--- src/rtl/fifo_word_gen_if.sv ---
// FIFO write-port bundle between the word generator and the display FIFO.
// master: generator side (drives wrreq/data, observes full/usedw).
// slave:  FIFO side (accepts wrreq/data, reports full/usedw).
interface fifo_word_gen_if #(
    parameter int DATA_W  = 4,
    parameter int USEDW_W = 4
);
    logic               wrreq;
    logic [DATA_W-1:0]  data;
    logic               full;
    logic [USEDW_W-1:0] usedw;

    modport master (output wrreq, data, input full, usedw);
    modport slave  (input wrreq, data, output full, usedw);
endinterface

--- src/rtl/fifo_word_gen.sv ---
// Write-side word source for the display FIFO.
// Each enabled rate strobe yields one word: a wrapping counter value
// (ENraf=0) or the low bits of an 8-bit Fibonacci LFSR (ENraf=1).
// The word is written one cycle after the strobe when the FIFO has room,
// otherwise it is held (pending) until room appears. Strobes that arrive
// while a word is pending are lost.
// Optional macro FIFO_GEN_DROPCNT_EN: when defined, `drops` counts lost
// strobes (saturating at 255); when undefined, `drops` is tied to zero.
// HIGH_WM must be below 2**USEDW_W; DATA_W must not exceed 8.
module fifo_word_gen #(
    parameter int DATA_W  = 4,
    parameter int USEDW_W = 4,
    parameter int HIGH_WM = 14
) (
    input  logic                  CLK,
    input  logic                  RST_n,
    input  logic                  ENgen,
    input  logic                  ENraf,
    input  logic                  STRB,
    fifo_word_gen_if.master       fifo,
    output logic                  pending,
    output logic [7:0]            drops
);
    typedef enum logic {IDLE, PEND} state_t;

    localparam logic [USEDW_W-1:0] HIGH_WM_L = USEDW_W'(HIGH_WM);

    state_t             state, state_nxt;
    logic [DATA_W-1:0]  cnt, cnt_nxt;
    logic [7:0]         lfsr, lfsr_nxt, lfsr_adv;
    logic [DATA_W-1:0]  word, word_nxt;
    logic [DATA_W-1:0]  gen_word;
    logic [DATA_W-1:0]  data_nxt;
    logic               wrreq_nxt;
    logic               room;

    // usedw does not yet reflect a write issued this cycle, so a cycle that
    // carries wrreq is treated as having no room; this also keeps wrreq
    // from ever being high on two consecutive cycles.
    assign room = !fifo.full && (fifo.usedw < HIGH_WM_L) && !fifo.wrreq;

    // x^8+x^6+x^5+x^4+1, shift left, feedback into bit 0.
    assign lfsr_adv = {lfsr[6:0], lfsr[7] ^ lfsr[5] ^ lfsr[4] ^ lfsr[3]};

    assign pending = (state == PEND);

    // Next-state, word generation and write decision.
    always_comb begin
        // NOTE: every signal gets a default before the case so no path
        // leaves one unassigned, which would otherwise infer a latch.
        state_nxt = state;
        cnt_nxt   = cnt;
        lfsr_nxt  = lfsr;
        word_nxt  = word;
        gen_word  = cnt;
        wrreq_nxt = 1'b0;
        data_nxt  = fifo.data;
        unique case (state)
            IDLE: begin
                if (STRB && ENgen) begin
                    if (ENraf) begin
                        lfsr_nxt = lfsr_adv;
                        gen_word = lfsr_adv[DATA_W-1:0];
                    end else begin
                        gen_word = cnt;
                        cnt_nxt  = cnt + 1'b1;
                    end
                    if (room) begin
                        wrreq_nxt = 1'b1;
                        data_nxt  = gen_word;
                    end else begin
                        word_nxt  = gen_word;
                        state_nxt = PEND;
                    end
                end
            end
            PEND: begin
                if (room) begin
                    wrreq_nxt = 1'b1;
                    data_nxt  = word;
                    state_nxt = IDLE;
                end
            end
            default: state_nxt = IDLE;
        endcase
    end

    // State, sequence generators and the registered FIFO write port.
    always_ff @(posedge CLK or negedge RST_n) begin
        if (!RST_n) begin
            state      <= IDLE;
            cnt        <= '0;
            lfsr       <= 8'h01;
            word       <= '0;
            fifo.wrreq <= 1'b0;
            fifo.data  <= '0;
        end else begin
            // NOTE: non-blocking assignments so every register samples the
            // pre-edge values, independent of statement order.
            state      <= state_nxt;
            cnt        <= cnt_nxt;
            lfsr       <= lfsr_nxt;
            word       <= word_nxt;
            fifo.wrreq <= wrreq_nxt;
            fifo.data  <= data_nxt;
        end
    end

`ifdef FIFO_GEN_DROPCNT_EN
    logic drop_inc;

    // A strobe is lost only when the generator is enabled and a word waits.
    assign drop_inc = (state == PEND) && STRB && ENgen;

    // Saturating lost-strobe counter.
    always_ff @(posedge CLK or negedge RST_n) begin
        if (!RST_n) begin
            drops <= 8'h00;
        end else if (drop_inc && (drops != 8'hFF)) begin
            drops <= drops + 8'd1;
        end
    end
`else
    assign drops = 8'h00;
`endif

endmodule

--- src/flat_wrapper.sv ---
// flat-port wrapper written by rule: the top's interface ports become plain ports
module fifo_word_gen_flat 
#(
    parameter int DATA_W  = 4,
    parameter int USEDW_W = 4,
    parameter int HIGH_WM = 14
)
  (CLK, RST_n, ENgen, ENraf, STRB, pending, drops, fifo_wrreq, fifo_data, fifo_full, fifo_usedw);
  fifo_word_gen_if #(.DATA_W(DATA_W), .USEDW_W(USEDW_W)) fifo_i ();
  input  logic CLK;
  input  logic RST_n;
  input  logic ENgen;
  input  logic ENraf;
  input  logic STRB;
  output logic pending;
  output logic [7:0] drops;
  output wire logic [$bits(fifo_i.wrreq)-1:0] fifo_wrreq;
  output wire logic [$bits(fifo_i.data)-1:0] fifo_data;
  input wire logic [$bits(fifo_i.full)-1:0] fifo_full;
  input wire logic [$bits(fifo_i.usedw)-1:0] fifo_usedw;
  assign fifo_wrreq = fifo_i.wrreq;
  assign fifo_data = fifo_i.data;
  assign fifo_i.full = fifo_full;
  assign fifo_i.usedw = fifo_usedw;
  fifo_word_gen #(.DATA_W(DATA_W), .USEDW_W(USEDW_W), .HIGH_WM(HIGH_WM)) u_core (.CLK(CLK), .RST_n(RST_n), .ENgen(ENgen), .ENraf(ENraf), .STRB(STRB), .fifo(fifo_i), .pending(pending), .drops(drops));
endmodule
--- config.mk ---
export PLATFORM = sky130hd
export DESIGN_NAME = fifo_word_gen_flat
export DESIGN_NICKNAME = d
export VERILOG_FILES = /design/src/rtl/fifo_word_gen_if.sv /design/src/rtl/fifo_word_gen.sv /design/src/flat_wrapper.sv
export SDC_FILE = /design/constraint.sdc
export NUM_CORES = 1
export LEC_CHECK = 0
export ABC_AREA = 0
export BUFFER_PORTS_ARGS = -buffer_cell sky130_fd_sc_hd__buf_4
export CAP_MARGIN = 5
export CORE_UTILIZATION = 30
export CTS_CLUSTER_DIAMETER = 100
export DETAILED_ROUTE_END_ITERATION = 7
export PLACE_DENSITY = 0.59
export SKIP_LAST_GASP = 1
export SYNTH_ARGS = -nofsm -noshare
export SYNTH_HDL_FRONTEND = slang
export SYNTH_SLANG_ARGS = --single-unit
--- constraint.sdc ---
create_clock -name CLK -period 3.9 [get_ports CLK]
set_clock_uncertainty 0.2 [all_clocks]
set_input_delay 0.39 -clock CLK [delete_from_list [all_inputs] [get_ports CLK]]
set_output_delay 0.39 -clock CLK [all_outputs]
set_load 0.05 [all_outputs]
Word-level counts from Yosys, hierarchy flattened
Cells that the tools add are included.
{"block": "word_totals", "register_bits": 22, "input_bits": 10, "output_inout_bits": 14, "elab_cells": 37}
{"block": "classes", "add_sub_neg": 1, "order_cmp": 1, "n_eq_ne": 3, "muxes": 11, "n_bitwise": 6, "reduce_logical": 9}
{"op": "two-way mux 4 bit", "count": 4}
{"op": "AND reduction 3 bit", "count": 4}
{"op": "case mux 4 bit (2 select lines)", "count": 1}
{"op": "adder 4 x 1 -> 4 bit, second input constant", "count": 1}
{"op": "< comparator 4 bit, second input constant", "count": 1}
{"op": "two-way mux 1 bit", "count": 4}
{"op": "!= test 2 x 1 -> 1 bit, second input constant", "count": 2}
{"op": "case mux 1 bit (2 select lines)", "count": 2}
{"op": "logical AND 1 bit", "count": 3}
{"op": "inverter 1 bit", "count": 3}
{"op": "XOR 1 bit", "count": 3}
{"op": "logical NOT 1 bit", "count": 2}
{"op": "!= test 2 bit, second input constant", "count": 1}

Logic depth before layout (Yosys ltp)
Gate-level depths: netlist (run 1).
{"block": "logic_depth", "depth_word": 7, "mapped_depth": 5, "mapped_depth_nobuf": 4}

Worst setup path before layout (run 1)
OpenSTA, ideal clock, no wires.
{"block": "synth_path", "path_kind": "register -> register", "from": "register u_core.fifo.wrreq", "to": "register u_core.fifo.data[1]", "setup_ns": 0.128, "t_arrival_ns": 1.496, "t_required_ns": 3.572, "slack_ns": 2.077, "path_stages_with_launch": 5, "path_buffers": 1, "period_less_slack_ns": 1.823, "cell_sequence": "dfrtp_1 > a311oi_2 > nor2b_1 > buf_2 > mux2_1"}
{"block": "synth_between", "elab_chain_len": 4, "word_cells_on_any_way": 5, "classes_between": "eq/ne: 2; reduce/logical: 3"}
{"element": "start: declaration", "line": "fifo_word_gen_if.sv:13", "source": "modport master (output wrreq, data, input full, usedw);"}
{"element": "start signal: assignment", "line": "fifo_word_gen.sv:104", "source": "fifo.wrreq <= wrreq_nxt;"}
{"element": "logical NOT 1 bit (*)", "line": "fifo_word_gen.sv:40", "source": "assign room = !fifo.full && (fifo.usedw < HIGH_WM_L) && !fifo.wrreq;"}
{"element": "logical AND 1 bit (*)", "line": "fifo_word_gen.sv:40"}
{"element": "!= test 2 bit (no source line) / != test 2 x 1 -> 1 bit (equally long branches)"}
{"element": "AND reduction 3 bit (no source line) (*)"}
{"element": "end signal: assignment", "line": "fifo_word_gen.sv:105", "source": "fifo.data <= data_nxt;"}
{"element": "end: declaration", "line": "fifo_word_gen_if.sv:13"}
Mark *: on every way between the ends. The rest lies on a longest branch, timed or not.
A chain may end at the register's enable or synchronous reset.

Final worst setup path (run 1)
{"block": "layout_path", "from": "register u_core.fifo.wrreq", "to": "register u_core.fifo.data[2]"}
The elaborated chain is that of the path after synthesis.

==> metrics.md, run 1 <==
| Metric | Value |
|---|---|
| Internal power | 0.469 mW |
| Cell area after placement | around 1200 um2 |
| DRC violation count after routing | 0 |
| Type of the worst setup path | reg -> reg |
| Count of hold-fix buffers inserted at cts | 1 |
| Final worst path period need | 1.84 ns |
| Design area | 1210 um2 |
| Number of max-capacitance violations reported | 0 |
| Largest voltage drop on the vdd net | 0.157 mV |
| Worst path arrival time | 1.83 ns |
| Final Hold Violating Endpoints | 0 |
| Layout Nets | 114 |
| Avg WL per Cell | around 11 um |
| Highest attainable clock frequency | 545 MHz |
| Sequential Area | 552 um2 |
| Most common cell after layout, fill and taps aside | sky130_fd_sc_hd__dfrtp_1 |
| Synth warn | 0 |
| Filler Cells Inserted | 335 |
| Worst Setup Start Kind | flip-flop |
| P_leak | about 0.57 nW |
| Post-CTS setup repair buffer count | 0 |
| Number of routed nets with antenna violations | 0 |
| Least setup slack across all paths after layout | approximately 2.1 ns |
| Grt ovf | 0 |
| Total Negative Setup Slacks | 0 ns |
| Sequential share of the synthesized area | 0.526 |
| Antenna violations before repair | 0 |
| Fraction of power spent switching nets | 0.386 |
| Longest individual stage delay on the worst path | 0.46 ns |
| End-of-flow core utilization | 0.362 |
| Vias/cell | 4.25 |
| Average cell area after synthesis | 12.1 um2 |
| Run status | finished clean |
| Crit-path cells | a311oi_2 -> nor2b_1 -> mux2_1 |
| Total routing resource utilization after global routing | 0.100 |
| Slowest-stage cell, CP | sky130_fd_sc_hd__nor2b_1 |
| Unrepaired setup endpoints after global routing | no |
| Synthesized area | 1050 um2 |
| Die height | ~60 um |
| Sequential share of power | 0.476 |
| Largest delay share family, worst path | simple AND/OR/NAND/NOR gates |
| Site Rows | 21 |
| Maximum number of pins on one net before global-route repair | 23 |
| Number of failing setup endpoints in the final timing report | 0 |
| Wire length of the first global-routing pass | between 2 and 3 mm |
| Number of instances resized during post-cts repair | 0 |
| Part of the total power dissipated in the clock network | 0.162 |
| Count of routing violations after the opening detailed-route iteration | 17 |
| Gate count after technology mapping | 87 |
| CTS H-tree depth | 1 |
| Die Outline Area | roughly 3700 um2 |
| Sum of routed wire length over all layers | about 1.6 mm |
| Buffering stage count on the worst path with inverters included | 0 |
| Initial standard-cell utilization of the core | 0.315 |
| CP endpoint kind | flip-flop |
| Fraction of layout cells with a size suffix above 1 | 0.245 |
| CTS Root Cell | sky130_fd_sc_hd__clkbuf_4 |
| Worst Path Max Fanout | 6 |
| Post-Place Setup Slack | 1.86 ns |
| Highest-count cells in the layout ignoring fill and taps | 21 x sky130_fd_sc_hd__dfrtp_1, 14 x sky130_fd_sc_hd__buf_4, 11 x sky130_fd_sc_hd__mux2_1 |
| Routed vias | roughly 630 |
| FF+latch count, synth | 22 |
| Source-to-sink clock delay at the later pin of the worst-skew pair | roughly 0.30 ns |
| Antenna cells | 0 |
| Clock sink count | 22 |
| HPWL after DPL | 1.21 mm |
| Share of total power in combinational logic | 0.362 |
| Pins Over Slew Limit | 0 |
| I/O pin cnt | 24 |
| Classification of the worst-slack hold path | in -> reg |
| Required time at the worst-slack endpoint | 3.90 ns |
| Power density over the cells | 633 nW/um2 |
| Buffer levels on the longest clock path | 2 |
| Horizontal die dimension | ~60 um |
| Fin crit share | 0.471 |
| CTS tree | built |
| Register clock-pin slew on the reported worst setup and hold paths | 0.12 ns |
| Switch Pwr | 0.295 mW |
| Port buffer count | 14 |
| Post-synthesis to final-layout area growth | 15.0% |
| Placer's final routability congestion estimate | 0.672 |
| Footprint of the multi-input gates | 447 um2 |
| Number of enable flip-flop cells after synthesis | 0 |
| Via count of the first global-routing pass | just under 600 |
| Flip-flop cell with the highest count after synthesis | sky130_fd_sc_hd__dfrtp_1 |
| Count of different cell masters after synthesis | 23 |
| Floorplan Core Area | around 3300 um2 |
| Post-synth ARST share | 1.00 |
| Pre-antenna DRT Iters | 4 |
| Total CTS buffers | 3 |
==> cells in the mapped netlist (all sizes together), types with 2 or more instances <==
| library cell | n | area share |
|---|---|---|
| buf | 11 | 0.074 |
| nor3 | 2 | 0.019 |
| a21oi | 6 | 0.029 |
| nor2 | 6 | 0.021 |
| dfrtp | 21 | 0.50 |
| nand2 | 6 | 0.021 |
| o21ai | 4 | 0.019 |
| xnor2 | 5 | 0.042 |
| mux2i | 3 | 0.029 |
| mux2 | 12 | 0.13 |
==> per-stage QoR <==
step,std cells,power [mW],hold slack [ns]
after global routing,148,0.821,0.129
after global placement,143,0.637,0.0915
after floorplan,94,0.573,-0.106
after detailed placement,143,0.647,0.0945
after CTS,148,0.773,0.134
final,148,0.764,0.143
==> worst paths after layout <==
kind                                   startpoint             endpoint  slack [ns]  cells after the start
min in group asynchronous                   RST_n       u_core.lfsr[1]        0.30                      2
worst min register to register      u_core.cnt[3]        u_core.cnt[3]        0.29                      1
max in group asynchronous                   RST_n       u_core.lfsr[0]        2.93                      2
worst max-delay path            u_core.fifo.wrreq  u_core.fifo.data[2]        2.06                      3
worst max register to register  u_core.fifo.wrreq  u_core.fifo.data[2]        2.06                      3
worst min-delay path                    fifo_full       u_core.pending        0.14                      3
==> flip-flops by register name, indices dropped and copies added, names as in the netlist <==
| signal | count |
|---|---|
| u_core.lfsr | 8 |
| u_core.pending | 1 |
| u_core.fifo.data | 4 |
| u_core.word | 4 |
| u_core.fifo.wrreq | 1 |
| u_core.cnt | 4 |
==> worst register-to-register path: stages, from the launching register on <==
cell                       delay (ns)
sky130_fd_sc_hd__dfrtp_1         0.40
sky130_fd_sc_hd__a311oi_2        0.30
sky130_fd_sc_hd__nor2b_1         0.46
sky130_fd_sc_hd__mux2_1          0.37
==> routing by layer <==
layer | part of all wire | global-route usage | vias to the layer above
li1 | - | - | 313
met1 | 0.48 | 0.126 | 298
met2 | 0.46 | 0.157 | 16
met3 | 0.043 | 0.0252 | 2
met4 | 0.0082 | 0.0584 | 0
met5 | 0 | 0 | -
==> power groups by stage <==
| stage | clock network, mW | logic (mW) | registers, mW |
|---|---|---|---|
| after floorplan | 0 | 0.143 | 0.430 |
| after global placement | 0 | 0.271 | 0.366 |
| after detailed placement | 0 | 0.277 | 0.370 |
| after CTS | 0.129 | 0.280 | 0.365 |
| after global routing | 0.138 | 0.305 | 0.377 |
| final | 0.124 | 0.276 | 0.364 |
==> kinds of logic after synthesis <==
logic type      share of synthesized area
compound gates                     0.0739
xor+xnor                           0.0501
fa+ha+maj                          0.0119
buf+inv                            0.0739
flops                               0.526
mux                                 0.157
other cells                       0.00357
simple gates                        0.104
==> layout make-up <==
type	instances	share of cell area
multi-input cells	61	0.370
clock buffers	4	0.0301
flip-flops and latches	22	0.457
repair buffers	15	0.0953
well taps	46	0.0477
(Power assumes the default switching activity.)
==> run 2, diff against run 1 <==
--- a/config.mk
+++ b/config.mk
@@ -11,7 +11,7 @@
 export CORE_UTILIZATION = 30
 export CTS_CLUSTER_DIAMETER = 100
 export DETAILED_ROUTE_END_ITERATION = 7
-export PLACE_DENSITY = 0.59
+export PLACE_DENSITY = 0.61
 export SKIP_LAST_GASP = 1
 export SYNTH_ARGS = -nofsm -noshare
 export SYNTH_HDL_FRONTEND = slang
==> constraint.sdc (replaced) <==
create_clock -name CLK -period 1.5 [get_ports CLK]
set_clock_uncertainty 0.2 [all_clocks]
set_input_delay 0.15 -clock CLK [delete_from_list [all_inputs] [get_ports CLK]]
set_output_delay 0.15 -clock CLK [all_outputs]
set_load 0.05 [all_outputs]
==> run 2 against run 1 <==
Net effect: setup slack worse by 2.1 ns; sequential power rose to 2.6 times the previous value; core utilization up 4.2 points; die area unchanged; clock power up 120%; global-route usage about the same; final cell count up 6.8%; the run now ends with negative hold slack, negative setup slack left; critical path depth up 1.
==> metrics.md, run 2 (synthesized netlist as in run 1, its figures left out) <==
| Metric | Value |
|---|---|
| Avg WL per Cell | roughly 11 um |
| Largest voltage drop on the vdd net | 0.516 mV |
| Number of cells on the worst hold path | 3 |
| Port buffer count | 14 |
| Number of failing setup endpoints in the final timing report | 4 |
| Reg-to-reg startpoint | u_core.fifo.wrreq |
| Most common cell after layout, fill and taps aside | sky130_fd_sc_hd__buf_4 |
| Post-Place Setup Slack | -0.0396 ns |
| Worst Path Max Fanout | 4 |
| Number of max-capacitance violations reported | 0 |
| Total CTS buffers | 3 |
| Via count of the first global-routing pass | just under 600 |
| P_leak | 0.635 nW |
| Source-to-sink clock delay at the later pin of the worst-skew pair | 0.31 ns |
| Worst reg2reg endpoint | u_core.fifo.data[3] |
| Highest attainable clock frequency | around 650 MHz |
| Grt ovf | 0 |
| Sum of routed wire length over all layers | about 1.8 mm |
| CTS Root Cell | sky130_fd_sc_hd__clkbuf_4 |
| Antenna cells | 0 |
| Routed vias | 688 |
| Final Hold Violating Endpoints | 1 |
| CTS tree | built |
| Floorplan Core Area | around 3300 um2 |
| Uppermost layer routed | met4 |
| Site Rows | 21 |
| Maximum number of pins on one net before global-route repair | 23 |
| Vias/cell | 4.35 |
| Antenna violations before repair | 0 |
| Required time at the worst-slack endpoint | 1.51 ns |
| Met1 wire length | 792 um |
| Failing checks | negative hold slack, negative setup slack |
| DRC violation count after routing | 0 |
| Run status | finished, violations left |
| Horizontal die dimension | 61.2 um |
| Buffer levels on the longest clock path | 2 |
| I/O pin cnt | 24 |
| Count of routing violations after the opening detailed-route iteration | 4 |
| Highest-count cells in the layout ignoring fill and taps | 23 x sky130_fd_sc_hd__buf_4, 19 x sky130_fd_sc_hd__dfrtp_1, 8 x sky130_fd_sc_hd__conb_1 |
| Total Negative Setup Slacks | -0.168 ns |
| Number of routed nets with antenna violations | 0 |
| Unrepaired setup endpoints after global routing | yes |
| Initial standard-cell utilization of the core | 0.315 |
| Classification of the worst-slack hold path | in -> reg |
| Met3 layer wire length in the routed design | around 84 um |
| Power density over the cells | roughly 1600 nW/um2 |
| Worst Setup Start Kind | flip-flop |
| Fraction of layout cells with a size suffix above 1 | 0.411 |
| Die height | 61.2 um |
| End of the worst hold path | u_core.pending |
| Layout Nets | 124 |
| Reg2Reg Setup Slack | -0.05 ns |
| Post-synthesis to final-layout area growth | 28.2% |
| CP endpoint kind | flip-flop |
| HPWL after DPL | 1.25 mm |
| Filler Cells Inserted | 335 |
| Total design power | 2.10 mW |
| Hold Startpoint | ENgen |
| Reg2reg path depth | 4 |
| Fin crit share | 1.03 |
| Least setup slack across all paths after layout | -0.0450 ns |
| Worst hold-check slack | -0.0676 ns |
| Design area | 1350 um2 |
| Type of the worst setup path | reg -> reg |
| Register clock-pin slew on the reported worst setup and hold paths | 0.12 ns |
| CTS H-tree depth | 1 |
| Largest reg by FF count | u_core.lfsr |
| Placer's final routability congestion estimate | 0.668 |
| Final worst path period need | 1.55 ns |
| Die Outline Area | 3740 um2 |
| Count of hold-fix buffers inserted at cts | 1 |
| Clock sink count | 22 |
| Cell area after placement | 1240 um2 |
| Met2 routed wirelength | about 860 um |
| Pre-antenna DRT Iters | 3 |
| Wire length of the first global-routing pass | around 2.6 mm |
| Worst path arrival time | around 1.6 ns |
| Largest register FFs | 8 |
| Total routing resource utilization after global routing | 0.100 |
| Pins Over Slew Limit | 0 |
## run 2: cell types whose count changed in the layout (fill, tap and decap cells not counted), moves of 3 or more
cell / previous run / this run
sky130_fd_sc_hd__xnor2_2: 0 / 3
sky130_fd_sc_hd__xnor2_1: 5 / 2
sky130_fd_sc_hd__mux2_1: 11 / 7
sky130_fd_sc_hd__mux2_4: 0 / 4
sky130_fd_sc_hd__buf_4: 14 / 23
## run 2: cell type report
| cell class | count | area, um2 | share of cell area |
|---|---|---|---|
| timing repair buffer | 25 | 194 | 0.144 |
| sequential | 22 | 554 | 0.412 |
| tap | 46 | 57.6 | 0.0428 |
| multi-input combinational | 61 | 514 | 0.382 |
| clock buffer | 4 | 26.3 | 0.0195 |
## run 2: through the flow
step                      cells   util
after detailed placement    151  0.372
final                       158  0.403
after CTS                   157  0.387
after global routing        158  0.403
after global placement      151  0.372
after floorplan              94      -
## run 2: power breakdown
part	internal (mW)	leakage (nW)	switching, mW
sequential	0.798	0.276	0.153
combinational	0.391	0.343	0.482
clock	0.104	0.0150	0.172
total	1.29	0.635	0.807
## run 2: per-layer routing
metal	track usage	vias to the layer above
li1	-	333
met1	0.119	335
met2	0.160	18
met3	0.0378	2
met4	0.0487	0
met5	0	-
## run 2: worst max-delay path, cell delays in order, from the launching register on
cell and delay, ns:
sky130_fd_sc_hd__dfrtp_2 0.43, sky130_fd_sc_hd__a311oi_2 0.21, sky130_fd_sc_hd__nor2b_1 0.16, sky130_fd_sc_hd__buf_4 0.15
sky130_fd_sc_hd__mux2_4 0.29
## run 2: repair_timing
item | in CTS | in global routing
gates resized for setup | 1 | 10
endpoints found under the hold margin | 23 | 1
endpoints found under the setup margin | 5 | 10
gates cloned | 0 | 0
pin swaps | 6 | 3
setup buffers | 1 | 1
## run 2: worst max-delay path by stage
| stage | from | end | cells past startpoint | slack, ns |
|---|---|---|---|---|
| CTS | u_core.fifo.wrreq | u_core.fifo.data[3] | 4 | -0.06 |
| global placement | u_core.fifo.wrreq | u_core.fifo.data[3] | 4 | -0.04 |
| finish | u_core.fifo.wrreq | u_core.fifo.data[3] | 4 | -0.05 |
| floorplan | u_core.fifo.wrreq | u_core.fifo.data[1] | 4 | -0.22 |
| detailed placement | u_core.fifo.wrreq | u_core.fifo.data[3] | 4 | -0.04 |
| global route | u_core.fifo.wrreq | u_core.fifo.data[3] | 4 | -0.10 |
